File: src/rtl/gi_mixcol.sv
// AES MixColumns engine: forward / inverse / bypass over NCOL columns, PIPE-deep valid/ready pipeline.
// Define GI_MIXCOL_INV_EN to build the inverse datapath; otherwise mode 01 is handled as forward.
module gi_mixcol #(
    parameter int NCOL = 4,
    parameter int PIPE = 2
) (
    input  logic                 clk,
    input  logic                 rst_n,
    input  logic                 flush,
    input  logic                 in_vld,
    output logic                 in_rdy,
    input  logic [1:0]           in_mode,
    input  logic                 in_last,
    input  logic [32*NCOL-1:0]   in_data,
    output logic                 out_vld,
    input  logic                 out_rdy,
    output logic                 out_last,
    output logic [32*NCOL-1:0]   out_data,
    output logic                 busy
);

    localparam int DW = 32 * NCOL;
`ifdef GI_MIXCOL_INV_EN
    localparam int PPW = 4 * 32;
`else
    localparam int PPW = 2 * 32;
`endif

    function automatic logic [7:0] xtime(input logic [7:0] b);
        return {b[6:0], 1'b0} ^ (b[7] ? 8'h1b : 8'h00);
    endfunction

    function automatic logic [31:0] xtime_col(input logic [31:0] c);
        logic [31:0] r;
        for (int i = 0; i < 4; i++) r[8*i +: 8] = xtime(c[8*i +: 8]);
        return r;
    endfunction

    // Partial products per column, packed as {x8, x4, x2, a} (x8/x4 only with the inverse path).
    function automatic logic [PPW-1:0] pp_col(input logic [31:0] a);
        logic [31:0] x2;
`ifdef GI_MIXCOL_INV_EN
        logic [31:0] x4;
        logic [31:0] x8;
`endif
        x2 = xtime_col(a);
`ifdef GI_MIXCOL_INV_EN
        x4 = xtime_col(x2);
        x8 = xtime_col(x4);
        return {x8, x4, x2, a};
`else
        return {x2, a};
`endif
    endfunction

    function automatic logic [31:0] mix_col(input logic [PPW-1:0] pp, input logic [1:0] mode);
        logic [7:0]  a  [4];
        logic [7:0]  x2 [4];
        logic [31:0] fwd;
`ifdef GI_MIXCOL_INV_EN
        logic [7:0]  x4 [4];
        logic [7:0]  x8 [4];
        logic [31:0] inv;
`endif
        for (int r = 0; r < 4; r++) begin
            a[r]  = pp[31-8*r -: 8];
            x2[r] = pp[63-8*r -: 8];
`ifdef GI_MIXCOL_INV_EN
            x4[r] = pp[95-8*r -: 8];
            x8[r] = pp[127-8*r -: 8];
`endif
        end
        for (int r = 0; r < 4; r++) begin
            fwd[31-8*r -: 8] = x2[r] ^ x2[(r+1)%4] ^ a[(r+1)%4] ^ a[(r+2)%4] ^ a[(r+3)%4];
`ifdef GI_MIXCOL_INV_EN
            // 0e = 8^4^2, 0b = 8^2^1, 0d = 8^4^1, 09 = 8^1
            inv[31-8*r -: 8] = (x8[r] ^ x4[r] ^ x2[r])
                             ^ (x8[(r+1)%4] ^ x2[(r+1)%4] ^ a[(r+1)%4])
                             ^ (x8[(r+2)%4] ^ x4[(r+2)%4] ^ a[(r+2)%4])
                             ^ (x8[(r+3)%4] ^ a[(r+3)%4]);
`endif
        end
        if (mode inside {2'b10, 2'b11}) return pp[31:0];
`ifdef GI_MIXCOL_INV_EN
        if (mode == 2'b01) return inv;
`endif
        return fwd;
    endfunction

    function automatic logic [NCOL*PPW-1:0] pp_beat(input logic [DW-1:0] d);
        logic [NCOL*PPW-1:0] r;
        for (int k = 0; k < NCOL; k++) r[PPW*k +: PPW] = pp_col(d[32*k +: 32]);
        return r;
    endfunction

    function automatic logic [DW-1:0] mix_beat(input logic [NCOL*PPW-1:0] pp, input logic [1:0] mode);
        logic [DW-1:0] r;
        for (int k = 0; k < NCOL; k++) r[32*k +: 32] = mix_col(pp[PPW*k +: PPW], mode);
        return r;
    endfunction

    if (PIPE == 1) begin : g_pipe1
        logic          vld_p0;
        logic          last_p0;
        logic [DW-1:0] res_p0;
        logic          acc;

        assign in_rdy = (~vld_p0 | out_rdy) & ~flush;
        assign acc    = in_vld & in_rdy;

        always_ff @(posedge clk or negedge rst_n) begin
            if (!rst_n)                 vld_p0 <= 1'b0;
            else if (flush)             vld_p0 <= 1'b0;
            else if (~vld_p0 | out_rdy) vld_p0 <= in_vld;
        end

        // single stage: full mix registered at the output
        always_ff @(posedge clk or negedge rst_n) begin
            if (!rst_n) begin
                res_p0  <= '0;
                last_p0 <= 1'b0;
            end else if (acc) begin
                res_p0  <= mix_beat(pp_beat(in_data), in_mode);
                last_p0 <= in_last;
            end
        end

        assign out_vld  = vld_p0;
        assign out_data = res_p0;
        assign out_last = last_p0;
        assign busy     = vld_p0;
    end else begin : g_pipe2
        logic                vld_p0;
        logic                vld_p1;
        logic                adv_p0;
        logic                acc;
        logic [NCOL*PPW-1:0] pp_p0;
        logic [1:0]          mode_p0;
        logic                last_p0;
        logic [DW-1:0]       res_p1;
        logic                last_p1;

        assign adv_p0 = ~vld_p1 | out_rdy;
        assign in_rdy = (~vld_p0 | adv_p0) & ~flush;
        assign acc    = in_vld & in_rdy;

        always_ff @(posedge clk or negedge rst_n) begin
            if (!rst_n) begin
                vld_p0 <= 1'b0;
                vld_p1 <= 1'b0;
            end else if (flush) begin
                vld_p0 <= 1'b0;
                vld_p1 <= 1'b0;
            end else begin
                if (~vld_p0 | adv_p0) vld_p0 <= in_vld;
                if (adv_p0)           vld_p1 <= vld_p0;
            end
        end

        // stage 1: input column, tags and xtime partial products
        always_ff @(posedge clk) begin
            if (acc) begin
                pp_p0   <= pp_beat(in_data);
                mode_p0 <= in_mode;
                last_p0 <= in_last;
            end
        end

        // stage 2: XOR-reduced result
        always_ff @(posedge clk or negedge rst_n) begin
            if (!rst_n) begin
                res_p1  <= '0;
                last_p1 <= 1'b0;
            end else if (vld_p0 & adv_p0 & ~flush) begin
                res_p1  <= mix_beat(pp_p0, mode_p0);
                last_p1 <= last_p0;
            end
        end

        assign out_vld  = vld_p1;
        assign out_data = res_p1;
        assign out_last = last_p1;
        assign busy     = vld_p0 | vld_p1;
    end

endmodule
File: config.mk
export PLATFORM = sky130hd
export DESIGN_NAME = gi_mixcol
export DESIGN_NICKNAME = d
export VERILOG_FILES = /design/src/rtl/gi_mixcol.sv
export SDC_FILE = /design/constraint.sdc
export NUM_CORES = 1
export LEC_CHECK = 0
export ABC_CLOCK_PERIOD_IN_PS = 8029
export BUFFER_PORTS_ARGS = -buffer_cell sky130_fd_sc_hd__buf_2
export CAP_MARGIN = 10
export CORE_MARGIN = 10
export CORE_UTILIZATION = 30
export DETAILED_ROUTE_END_ITERATION = 10
export PLACE_DENSITY = 0.56
export RECOVER_POWER = 100
export SLEW_MARGIN = 5
export SYNTH_ARGS = -nofsm -noshare
export SYNTH_HDL_FRONTEND = slang
export SYNTH_SLANG_ARGS = --single-unit
File: constraint.sdc
create_clock -name clk -period 8.03 [get_ports clk]
set_input_delay 0.803 -clock clk [delete_from_list [all_inputs] [get_ports clk]]
set_output_delay 0.803 -clock clk [all_outputs]
set_load 0.02 [all_outputs]
==> results.yml <==
status:
  outcome: "complete, but fails checks"
  violated_checks: "max-capacitance violations, max-slew violations"
synthesis:
  instance_count_of_the_mapped_netlist: 1098
  synth-seq-cells: 309
  synth.yosys.warnings: 0
  synth.area.top_cells: "sky130_fd_sc_hd__edfxtp_1 34%, sky130_fd_sc_hd__dfrtp_1 21%, sky130_fd_sc_hd__xnor3_1 15%"
  synthesis.area_mm2: 0.0159
  synthDominantCellAreaShare_pct: 33.7
  synthDominantAreaCellType: "sky130_fd_sc_hd__edfxtp_1"
  synth_fp_nets: 1234
  synth_area_per_cell_um2: 14.5
  yosys.cell_types.count: 22
  synth.yosys.seq_area_share_pct: 54.3
clocking:
  cts_sinks: 309
  cts_repair_resize_count: 0
  cts_tree: "built"
  cts.reportedPaths.clkPinSlew_ps: 60
  ctsRootBufferMaster: "sky130_fd_sc_hd__clkbuf_16"
  number_of_buffers_inserted_during_clock_tree_synthesis: 39
  cts_htree_levels: 2
  post_cts_setup_bufs: 0
  cts-root-to-sink-buffers: 3
  insertion_delay_ps: 540
  postCtsHoldBufs: 0
sta:
  timing.fmax_mhz: 211
  finalCritPeriodShare_pct: 59.0
  relative_slew_margins_pct: -206
  timing.final.max_slew_violations: 298
  finalCriticalPeriod_ps: 4740
  grt_setup_unrepaired: "no"
  tightestPinTransition_ps: 4600
  finalClockSkew_ps: 23.4
  final-setup-viol-count: 0
  hold_violations: 0
  setup-tns-final_ps: 0
floorplan:
  io_pins: 268
  core.rowCount: 84
  initial_standard_cell_utilization_of_the_core_pct: 30.3
  die_height_um: 250
  design.die.area_mm2: 0.0625
  core-area_mm2: 0.0524
  die-width_um: 250
global_routing:
  track_usage_pct: 12.2
  grt_pass1_vias: 9980
  globalRoute.totalOverflow: 0
  grt_start_max_net_pins: 170
  grt.met1_usage_pct: 15.5
  grt_use_met2_pct: 20.4
  grt_pass1_wl_um: 61200
  grt_antenna_before_repair: 2
  use_met3_pct: 3.39
  top_usage_layer: "met2"
critical_path:
  rr_startpoint: "out_vld$_DFFE_PN0P_"
  worstSetupStartpointType: "register"
  worst-endpoint-arrival_ps: 5170
  timing.critical_path.fanout_max: 169
  timing.setup.critical_path_class: "reg2reg"
  setup.worst_path.end_class: "register"
  worstPathRequired_ps: 8460
  worst_r2r_endpoint: "out_data[47]$_DFFE_PN0P_"
  ff_to_ff_setup_slack_ps: 3290
  timing.reg2reg.worst_path_depth: 6
drt:
  drc_errors: 0
  vias_per_cell: 4.43
  antenna_violating_nets_post_route: 0
  routed_wire_length_per_instance_um: 18.8
  drt-pass1-iter-count: 4
  routed-via-count: 9193
  drt_wl_total_um: 38900
  detail_route.iter0.violations: 445
finish:
  insertedDiodeCount: 0
  layout.cell_area.non_filler_mm2: 0.0188
  finalNetCount: 1490
  layout-drive-gt1-share_pct: 9.96
  leading_cell_types_in_the_layout_fill_and_taps_excluded: "217 x sky130_fd_sc_hd__clkbuf_1, 178 x sky130_fd_sc_hd__edfxtp_1, 131 x sky130_fd_sc_hd__dfrtp_1, 120 x sky130_fd_sc_hd__xor2_1, 109 x sky130_fd_sc_hd__nor2_1"
  post-route-util_pct: 35.9
  final_common_cell: "sky130_fd_sc_hd__clkbuf_1"
  synthToLayoutAreaGrowth_pct: 18.5
min_path:
  min_to: "g_pipe2.pp_p0[118]$_DFFE_PP_"
  number_of_cells_on_the_worst_hold_path: 1
  path_category_of_the_worst_min_delay_check: "in2reg"
  hold_sp: "in_data[53]"
pwr:
  cellPowerDensity_mw_per_mm2: 246
  leakage_power_figure_nw: 7.81
  ir_drop_uv: 143
placed_design:
  place.detailed.hpwl_um: 27800
  port_buffers: 266
  finalWeightedCongestion: 0.755
  placement.cell_area_mm2: 0.0179
job:
  drv.max_cap_violation_count: 3
==> how the worst max path moves through the flow <==
stage / start / endpoint / slack [ps] / cells after the start
after floorplan: out_rdy / g_pipe2.last_p0$_DFFE_PP_ / 2050 / 3
after global placement: out_rdy / out_data[47]$_DFFE_PN0P_ / 4930 / 7
after detailed placement: out_rdy / out_data[47]$_DFFE_PN0P_ / 4900 / 7
after CTS: g_pipe2.mode_p0[1]$_DFFE_PP_ / out_data[92]$_DFFE_PN0P_ / 5190 / 4
after global routing: rst_n / out_data[67]$_DFFE_PN0P_ / 2570 / 1
final: out_vld$_DFFE_PN0P_ / out_data[47]$_DFFE_PN0P_ / 3290 / 6
==> layout make-up <==
class,count,area (um2)
clock buffer,59,1090
clock inverter,13,115
timing repair buffer,274,1140
sequential,309,8620
fill,5211,33600
tap,688,861
multi-input combinational,730,6980
==> synth_stat cells, drive strengths merged <==
master / instances
and2: 1
xnor3: 107
nor2: 109
xor2: 124
xnor2: 103
or2: 1
o21a: 22
nor2b: 1
edfxtp: 178
dfrtp: 131
o211ai: 22
a21oi: 108
clkbuf: 14
buf: 45
mux2i: 106
mux2: 1
nor3b: 1
nand2: 22
xor3: 2
==> report_power, final <==
part / internal [W] / switching [W]
sequential: 0.00189 / 0.000144
clock: 0.000977 / 0.000687
combinational: 0.000387 / 0.000550
==> registers in the layout, summed over array words and instances (netlist names) <==
| register | count |
|---|---|
| g_pipe2.pp_p0 | 176 |
| out_last | 1 |
| g_pipe2.mode_p0 | 1 |
| g_pipe2.vld_p0 | 1 |
| out_vld | 1 |
| g_pipe2.last_p0 | 1 |
| out_data | 128 |
==> logic make-up after synthesis <==
group / share of synthesized area [%]
compound gates: 5.52
flops: 54.3
buf+inv: 1.75
simple gates: 3.29
mux: 6.75
xor+xnor: 28.4
==> routing by layer <==
metal | routed length [um] | up-vias | part of all wire [%]
met5 | 31 | - | 0.080
met4 | 587 | 4 | 1.5
met3 | 2030 | 40 | 5.2
met2 | 18900 | 180 | 49
met1 | 17300 | 4574 | 45
li1 | - | 4395 | -
==> through the flow <==
step                      hold slack, ps  setup slack (ps)  cells  total power (W)
final                                434              3290   2073          0.00464
after CTS                            313              5190   2073          0.00477
after detailed placement             466              4900   2001          0.00306
after floorplan                      454              2050   1098          0.00270
after global placement               463              4930   2001          0.00305
after global routing                 398              2570   2073          0.00488
==> critical path, stage by stage, from the launching register on <==
cell	delay, ps
sky130_fd_sc_hd__dfrtp_1	390
sky130_fd_sc_hd__nor2b_1	190
sky130_fd_sc_hd__nor3b_4	170
sky130_fd_sc_hd__clkbuf_2	2460
sky130_fd_sc_hd__buf_4	990
sky130_fd_sc_hd__o211ai_1	180
sky130_fd_sc_hd__o21a_1	160
Power figures use the tool's default switching activity.
